==> src/rtl/cam_pkg.sv <==
// cam_pkg: shared helpers for the parametrised CAM.
package cam_pkg;
  function automatic int cam_idx_w(input int depth);
    return (depth > 1) ? $clog2(depth) : 1;
  endfunction
endpackage

==> src/rtl/param_cam_if.sv <==
// param_cam_if: write/invalidate/read/search/free bus of param_cam.
// search_mask_i exists only when CAM_TERNARY_EN is defined.
interface param_cam_if
  import cam_pkg::*;
#(
  parameter int DEPTH = 32,
  parameter int WIDTH = 32
);
  localparam int IDX_W = cam_idx_w(DEPTH);
  logic             write_enable_i;
  logic [IDX_W-1:0] write_index_i;
  logic [WIDTH-1:0] write_data_i;
  logic             invalidate_i;
  logic [IDX_W-1:0] invalidate_index_i;
  logic [IDX_W-1:0] read_index_i;
  logic [WIDTH-1:0] read_value_o;
  logic             read_valid_o;
  logic             search_enable_i;
  logic [WIDTH-1:0] search_data_i;
`ifdef CAM_TERNARY_EN
  logic [WIDTH-1:0] search_mask_i;
`endif
  logic             search_valid_o;
  logic             search_hit_o;
  logic [IDX_W-1:0] search_index_o;
  logic             search_multi_o;
  logic             free_valid_o;
  logic [IDX_W-1:0] free_index_o;
  modport master (
    output write_enable_i, write_index_i, write_data_i,
    output invalidate_i, invalidate_index_i, read_index_i,
    output search_enable_i, search_data_i,
`ifdef CAM_TERNARY_EN
    output search_mask_i,
`endif
    input  read_value_o, read_valid_o,
    input  search_valid_o, search_hit_o, search_index_o, search_multi_o,
    input  free_valid_o, free_index_o
  );
  modport slave (
    input  write_enable_i, write_index_i, write_data_i,
    input  invalidate_i, invalidate_index_i, read_index_i,
    input  search_enable_i, search_data_i,
`ifdef CAM_TERNARY_EN
    input  search_mask_i,
`endif
    output read_value_o, read_valid_o,
    output search_valid_o, search_hit_o, search_index_o, search_multi_o,
    output free_valid_o, free_index_o
  );
endinterface

==> src/rtl/cam_prio_enc.sv <==
// cam_prio_enc: lowest-set-bit encoder with any-set and more-than-one-set flags.
module cam_prio_enc
  import cam_pkg::*;
#(
  parameter int N = 32
) (
  input  logic [N-1:0]            vec,
  output logic [cam_idx_w(N)-1:0] idx,
  output logic                    any,
  output logic                    multi
);
  localparam int IW = cam_idx_w(N);
  always_comb begin
    idx = '0;
    for (int i = N - 1; i >= 0; i--)
      if (vec[i]) idx = i[IW-1:0];
  end
  assign any   = |vec;
  assign multi = |(vec & (vec - N'(1)));
endmodule

==> src/rtl/param_cam.sv <==
// param_cam: DEPTH x WIDTH CAM with 2-stage search, registered read and free-entry allocator.
// Define CAM_TERNARY_EN to add a per-search don't-care mask.
module param_cam
  import cam_pkg::*;
#(
  parameter int DEPTH = 32,
  parameter int WIDTH = 32
) (
  input  logic       clk_i,
  input  logic       rst_i,
  param_cam_if.slave bus
);
  localparam int IDX_W = cam_idx_w(DEPTH);
  typedef struct packed {
    logic             valid;
    logic [DEPTH-1:0] match;
  } s1_t;
  typedef struct packed {
    logic             valid;
    logic             hit;
    logic             multi;
    logic [IDX_W-1:0] index;
  } res_t;
  logic [WIDTH-1:0] mem [DEPTH];
  logic [DEPTH-1:0] valid, match;
  logic [WIDTH-1:0] care, read_value;
  logic             read_valid;
  s1_t              s1;
  res_t             res;
  logic [IDX_W-1:0] hit_idx, free_idx;
  logic             hit_any, hit_multi, free_any, free_multi_unused;
`ifdef CAM_TERNARY_EN
  assign care = ~bus.search_mask_i;
`else
  assign care = '1;
`endif
  always_comb begin
    match = '0;
    for (int k = 0; k < DEPTH; k++)
      match[k] = valid[k] && (((mem[k] ^ bus.search_data_i) & care) == '0);
  end
  always_ff @(posedge clk_i)
    if (bus.write_enable_i) mem[bus.write_index_i] <= bus.write_data_i;
  // Write is applied after invalidate so it wins on a same-index collision.
  always_ff @(posedge clk_i or negedge rst_i) begin
    if (!rst_i) begin
      valid      <= '0;
      read_value <= '0;
      read_valid <= 1'b0;
      s1         <= '0;
      res        <= '0;
    end else begin
      if (bus.invalidate_i) valid[bus.invalidate_index_i] <= 1'b0;
      if (bus.write_enable_i) valid[bus.write_index_i] <= 1'b1;
      read_value <= mem[bus.read_index_i];
      read_valid <= valid[bus.read_index_i];
      s1         <= '{valid: bus.search_enable_i, match: match};
      res        <= s1.valid ? '{valid: 1'b1, hit: hit_any, multi: hit_multi, index: hit_idx} : '0;
    end
  end
  cam_prio_enc #(.N(DEPTH)) u_hit_enc (
    .vec   (s1.match),
    .idx   (hit_idx),
    .any   (hit_any),
    .multi (hit_multi)
  );
  cam_prio_enc #(.N(DEPTH)) u_free_enc (
    .vec   (~valid),
    .idx   (free_idx),
    .any   (free_any),
    .multi (free_multi_unused)
  );
  assign bus.read_value_o   = read_value;
  assign bus.read_valid_o   = read_valid;
  assign bus.search_valid_o = res.valid;
  assign bus.search_hit_o   = res.hit;
  assign bus.search_index_o = res.index;
  assign bus.search_multi_o = res.multi;
  assign bus.free_valid_o   = free_any;
  assign bus.free_index_o   = free_idx;
endmodule

==> src/flat_wrapper.sv <==
// flat-port wrapper written by rule: the top's interface ports become plain ports
module param_cam_flat import cam_pkg::*;
#(
  parameter int DEPTH = 32,
  parameter int WIDTH = 32
)
  (clk_i, rst_i, bus_write_enable_i, bus_write_index_i, bus_write_data_i, bus_invalidate_i, bus_invalidate_index_i, bus_read_index_i, bus_search_enable_i, bus_search_data_i, bus_read_value_o, bus_read_valid_o, bus_search_valid_o, bus_search_hit_o, bus_search_index_o, bus_search_multi_o, bus_free_valid_o, bus_free_index_o);
  param_cam_if #(.DEPTH(DEPTH), .WIDTH(WIDTH)) bus_i ();
  input  logic clk_i;
  input  logic rst_i;
  input wire logic [$bits(bus_i.write_enable_i)-1:0] bus_write_enable_i;
  input wire logic [$bits(bus_i.write_index_i)-1:0] bus_write_index_i;
  input wire logic [$bits(bus_i.write_data_i)-1:0] bus_write_data_i;
  input wire logic [$bits(bus_i.invalidate_i)-1:0] bus_invalidate_i;
  input wire logic [$bits(bus_i.invalidate_index_i)-1:0] bus_invalidate_index_i;
  input wire logic [$bits(bus_i.read_index_i)-1:0] bus_read_index_i;
  input wire logic [$bits(bus_i.search_enable_i)-1:0] bus_search_enable_i;
  input wire logic [$bits(bus_i.search_data_i)-1:0] bus_search_data_i;
  output wire logic [$bits(bus_i.read_value_o)-1:0] bus_read_value_o;
  output wire logic [$bits(bus_i.read_valid_o)-1:0] bus_read_valid_o;
  output wire logic [$bits(bus_i.search_valid_o)-1:0] bus_search_valid_o;
  output wire logic [$bits(bus_i.search_hit_o)-1:0] bus_search_hit_o;
  output wire logic [$bits(bus_i.search_index_o)-1:0] bus_search_index_o;
  output wire logic [$bits(bus_i.search_multi_o)-1:0] bus_search_multi_o;
  output wire logic [$bits(bus_i.free_valid_o)-1:0] bus_free_valid_o;
  output wire logic [$bits(bus_i.free_index_o)-1:0] bus_free_index_o;
  assign bus_i.write_enable_i = bus_write_enable_i;
  assign bus_i.write_index_i = bus_write_index_i;
  assign bus_i.write_data_i = bus_write_data_i;
  assign bus_i.invalidate_i = bus_invalidate_i;
  assign bus_i.invalidate_index_i = bus_invalidate_index_i;
  assign bus_i.read_index_i = bus_read_index_i;
  assign bus_i.search_enable_i = bus_search_enable_i;
  assign bus_i.search_data_i = bus_search_data_i;
  assign bus_read_value_o = bus_i.read_value_o;
  assign bus_read_valid_o = bus_i.read_valid_o;
  assign bus_search_valid_o = bus_i.search_valid_o;
  assign bus_search_hit_o = bus_i.search_hit_o;
  assign bus_search_index_o = bus_i.search_index_o;
  assign bus_search_multi_o = bus_i.search_multi_o;
  assign bus_free_valid_o = bus_i.free_valid_o;
  assign bus_free_index_o = bus_i.free_index_o;
  param_cam #(.DEPTH(DEPTH), .WIDTH(WIDTH)) u_core (.clk_i(clk_i), .rst_i(rst_i), .bus(bus_i));
endmodule
==> config.mk <==
export PLATFORM = sky130hd
export DESIGN_NAME = param_cam_flat
export DESIGN_NICKNAME = d
export VERILOG_FILES = /design/src/rtl/cam_pkg.sv /design/src/rtl/param_cam_if.sv /design/src/rtl/cam_prio_enc.sv /design/src/rtl/param_cam.sv /design/src/flat_wrapper.sv
export SDC_FILE = /design/constraint.sdc
export NUM_CORES = 2
export LEC_CHECK = 0
export CAP_MARGIN = 10
export CORE_AREA = 2 2 404 286
export DETAILED_ROUTE_END_ITERATION = 8
export DIE_AREA = 0 0 406 288
export SLEW_MARGIN = 20
export SYNTH_ARGS = -nofsm -noshare
export SYNTH_HDL_FRONTEND = slang
export SYNTH_SLANG_ARGS = --single-unit
export TNS_END_PERCENT = 30
==> constraint.sdc <==
create_clock -name clk_i -period 3.4 [get_ports clk_i]
set_clock_uncertainty 0.05 [all_clocks]
set_input_delay 0.68 -clock clk_i [delete_from_list [all_inputs] [get_ports clk_i]]
set_output_delay 0.68 -clock clk_i [all_outputs]
set_load 0.005 [all_outputs]
; ---- Yosys cells after proc, flatten, opt, wreduce, memory -nomap -nowiden
; Memory sizes are Yosys's and may differ from the RTL's. A register that Yosys moved wholly into a read port is not among the register bits.
; Cells that the tools add are included.
[op_classes]
n_mux = 75
n_reduce_logical = 70
addsub = 1
bitwise_logic = 37
order_cmp = 5
[ops]
columns = op, count
row1 = $logic_not A32 Y1, 32
row2 = $xor A32 B32 Y32, 32
row3 = $mux W5, 64
row4 = $reduce_or A32 Y1, 3
row5 = $and A32 B32 Y32, 2
row6 = $mux W32, 2
row7 = $not A32 Y32, 2
row8 = $logic_and A1 B1 Y1, 34
row9 = $or A32 B32 Y32, 1
row10 = $sub A32 B1 Y32 const B, 1
row11 = $lt A5 B6 Y1 const B, 3
row12 = $demux W1 S5, 2
row13 = $ge A5 B1 Y1 const B, 2
row14 = $mux W8, 1
row15 = $bmux W1 S5, 1
row16 = $mux W1, 5
row17 = $logic_not A1 Y1, 1
[word_totals]
regBits = 74
output_inout_bits = 47
n_memories = 1
wordCells = 197
ram_bits = 1024
[memory_table]
columns = name, depth, word_bits, rd, rd_ports_with_merged_regs, wr, line
row1 = u_core.mem, 32, 32, 33, 1, 1, param_cam.sv:24  ; logic [WIDTH-1:0] mem [DEPTH];

; ---- Longest topological paths before layout
[logic_depth]
word_depth = 33
mapped_depth = 7
ltp_nobuf = 6

; ---- Hierarchy
; Synthesis repeated with hierarchy kept, for this count alone.
[hier_totals]
cells_unflattened = 4266
hier_area_um2 = 56914.6
[by_module_without_submodules]
columns = mod, instances, area_per_inst_um2, cells_each
row1 = param_cam, 1, 55535.8, 4034
row2 = cam_prio_enc, 2, 689.4, 116

; ---- Least setup slack after synthesis
; OpenSTA, ideal clock, no wires.
[synth_path]
path_kind = input -> register
start = input bus_write_index_i[1]
end = memory u_core.mem[12][0] (enable)
required_ps = 2929
arrival_time_ps = 2857
stages = 4
setup_slack_ps = 72
cell_sequence = or3b_2 > clkbuf_1 > clkbuf_1 > nor2_1
[synth_rtl]
columns = item, line
row1 = "start, declared", flat_wrapper.sv:12  ; input wire logic [$bits(bus_i.write_index_i)-1:0] bus_write_index_i;
row2 = "end, declared", param_cam.sv:24
; No word-level cell before the write port.

==> impl_metrics.csv <==
group,metric,value,unit
sta,fin_crit_sh,1.04,
synth,synth_edf_count,1024,
worst_setup_path,r2r-start,"u_core.mem[30][25]",
worst_setup_path,r2r-end,"u_core.s1[30]",
synth,synth_top_area_cell,"edfxtp_1",
die,core_area,114000,um^2
global_route,overflow,0,
cts,clockBufferDepth,3,
power_and_ir_drop,peakVddDrop,444,uV
sta,fmax,284,MHz
die,start_util,0.483,
worst_setup_path,cp_data_required_time,3.89,ns
synth,yosys.cell_count.top_type,"edfxtp_1",
die,die_area,117000,um^2
die,ios,131,
global_route,antenna_found_initial,52,
power_and_ir_drop,fin_total_pwr,33.0,mW
worst_setup_path,cp-startpoint,"u_core.mem[30][25]",
worst_setup_path,critical_path.startpoint_type,"flip-flop",
route,firstDrtPassIters,9,
hold_path,worstHoldPathType,"in2reg",
layout,final_nets,3780,
synth,synth_top_area_frac,0.560,
route,remaining_drc_errors,0,
global_route,grt_max_degree,64,
die,fp-row-count,104,
global_route,grt_pass1_wl,335000,um
place,dp_hpwl,186000,um
synth,synth.area.top_cells,"edfxtp_1, xnor2_1, mux4_2, dfrtp_1, nand4_1",
route,vias,37400,
flow_run,cap_violations,0,
layout,fill_cells,8873,
cts,clock_latency,0.74,ns
cts,cts_made_buffers,112,
synth,ys_async_sr_fraction,0.0938,
power_and_ir_drop,power.net_switching,9.02,mW
power_and_ir_drop,p_leak,19.9,nW
sta,fin_crit,3.53,ns
sta,maxSlewViolCount,0,
layout,final_layout_size_suffix_gt1_frac,0.247,
power_and_ir_drop,pwr-share-clk,0.385,
status,outcome,"complete, but fails checks",
power_and_ir_drop,power_frac_seq,0.480,
die,fp.dieH,288,um
route,finalWirelength,256000,um
sta,hold_slack,0.365,ns
sta,slew_headroom,0.131,
global_route,grt_pass1_vias,35200,
place,port_buffers,130,
status,violations,"setup timing",
synth,yosys_warnings,0,
worst_setup_path,cp-end-kind,"flip-flop",
worst_setup_path,crit_path_max_fanout,2,
synth,synth_seq_cells,1130,
cts,path_clk_slew,0.06,ns
power_and_ir_drop,internal_power,24.0,mW
synth,synth.cell_area,54900,um^2
worst_setup_path,reg2regPathDepth,8,
global_route,grt_usage,0.439,
synth,synthTopCellsByCount,"edfxtp_1, xnor2_1, mux4_2",
synth,syn_nets,3478,
layout,final_core_util,0.565,
sta,finalSetupViolCount,1,
cts,clock-root-buffer,"clkbuf_16",
route,drt_iter0_markers,7373,
synth,syn_avg_cell_area,16.2,um^2
synth,synth_top_flop_cell,"edfxtp_1",
power_and_ir_drop,switching_share,0.273,
worst_setup_path,crit_type,"reg2reg",
synth,ys_types,57,
synth,ys_seq_area_frac,0.608,
sta,hold_viol_final,0,
route,wl_per_cell,47.9,um
synth,syn_inst,3394,
layout,area_growth,16.9,%
sta,worst_slew_pin_slew,1.30,ns
route,drtAntennaViolNets,0,
worst_setup_path,cp.arrival,4.02,ns
place,gp_congestion,1.03,
cts,clkSinkCount,1130,
sta,finalWorstSetupSlack,-0.127,ns
route,viasPerCell,7.00,
sta,grt_setup_unrepaired,"true",
die,die_w,406,um
cts,cts_tree,"yes",
power_and_ir_drop,power_density,514,nW/um^2
worst_setup_path,r2r_setup_slack,-0.13,ns
worst_setup_path,critPathCapture,"u_core.s1[30]",
cts,cts_max_level,3,
power_and_ir_drop,comb_power_share,0.135,
-- stage by stage --
| stage | setup TNS (ns) | cell area, um^2 | worst slack [ns] | std cells |
|---|---|---|---|---|
| 2_1_floorplan | 0 | 54900 | 0.0719 | 3394 |
| 3_3_place_gp | -0.778 | 60400 | -0.651 | 5112 |
| 3_5_place_dp | -0.741 | 60500 | -0.510 | 5114 |
| 4_1_cts | -0.112 | 64100 | -0.112 | 5329 |
| 5_1_grt | -0.0923 | 64200 | -0.0335 | 5331 |
| 6_report | -0.127 | 64200 | -0.127 | 5344 |
-- timing repair --
item	in CTS	in global routing
pin swaps	5	6
hold buffers	1	0
endpoints found under the setup margin	6	4
gates resized for setup	20	8
buffers inserted	2	2
endpoints found under the hold margin	48	0
-- how the worst min path moves through the flow --
stage / end / depth (start not counted) / startpoint
3_3_place_gp: u_core.bus.search_valid_o / 0 / u_core.s1[32]
2_1_floorplan: u_core.bus.read_valid_o / 0 / rst_i
5_1_grt: u_core.s1[32] / 1 / bus_search_enable_i
4_1_cts: u_core.s1[32] / 1 / bus_search_enable_i
6_report: u_core.s1[32] / 1 / bus_search_enable_i
3_5_place_dp: u_core.bus.search_valid_o / 0 / u_core.s1[32]
-- cell type report --
cell class / count / area (um^2) / share of cell area
Antenna cell: 13 / 32.5 / 0.000507
Tap cell: 1537 / 1920 / 0.0300
Inverter: 12 / 45.0 / 0.000702
Clock inverter: 74 / 688 / 0.0107
Timing Repair Buffer: 405 / 4250 / 0.0662
Sequential cell: 1130 / 33400 / 0.521
Clock buffer: 138 / 2930 / 0.0456
Multi-Input combinational cell: 2035 / 20900 / 0.326
-- cell families (layout without fill, tap and decap cells) --
| logic type | Yosys count | in the layout | share of synthesized area |
|---|---|---|---|
| AO/OA/AOI/OAI | 138 | 138 | 0.0149 |
| XOR/XNOR | 1024 | 1024 | 0.163 |
| adder cells (fa/ha/maj) | 2 | 2 | 0.000387 |
| buffers and inverters | 229 | 629 | 0.0164 |
| flip-flops | 1130 | 1130 | 0.608 |
| multiplexers | 363 | 363 | 0.142 |
| other | 0 | 13 | 0 |
| AND/OR/NAND/NOR | 508 | 508 | 0.0544 |
-- layout by cell type (no fill, tap or decap), types with 6 or more instances in the layout --
master           count
nand2_1             21
clkdlybuf4s50_1     59
clkinv_1            30
dfrtp_1             94
nor2_1              24
or3b_2               6
nor3_1              11
clkbuf_16          112
mux2_2              33
buf_2               59
xnor2_1            895
a31oi_1              8
nand3b_1            11
diode_2             13
nand3_1             43
buf_4              185
buf_12              94
nor2_4              32
nor4_2               7
bufinv_16           11
clkbuf_1            23
o21ai_0             77
dfrtp_2             12
inv_1               12
edfxtp_1          1024
nor4_1              96
nand4_1            231
a21oi_1             18
mux4_2             330
clkinv_2            20
xor2_1             128
-- routing by layer --
layer,vias up,part of all wire,GRT usage
met3,504,0.18,0.230
met2,3493,0.39,0.569
met4,42,0.038,0.137
li1,13800,-,-
met1,19600,0.39,0.630
met5,-,0.0017,0
-- power by group through the flow --
stage               logic, mW  registers [mW]  clock network [mW]
floorplan                1.81            15.9                   0
global placement         4.23            16.1                   0
detailed placement       4.22            16.1                   0
CTS                      4.26            15.8                12.7
global route             4.48            15.8                13.2
finish                   4.47            15.9                12.7
-- registers in the layout, indices dropped and copies added, names as in the netlist, 5 cells and up --
name,flops
u_core.bus.read_value_o,32
u_core.valid,32
u_core.s1,33
u_core.mem,1024
u_core.bus.search_index_o,5
-- worst max-delay path, stage by stage (launching register included) --
cell,delay [ns]
edfxtp_1,0.54
xnor2_2,0.63
buf_4,0.22
nand4_1,0.15
nor4_1,0.33
buf_4,0.23
nand4_1,0.26
buf_4,0.23
nor4_1,0.68
No activity file was read; power rests on OpenSTA's default activity.
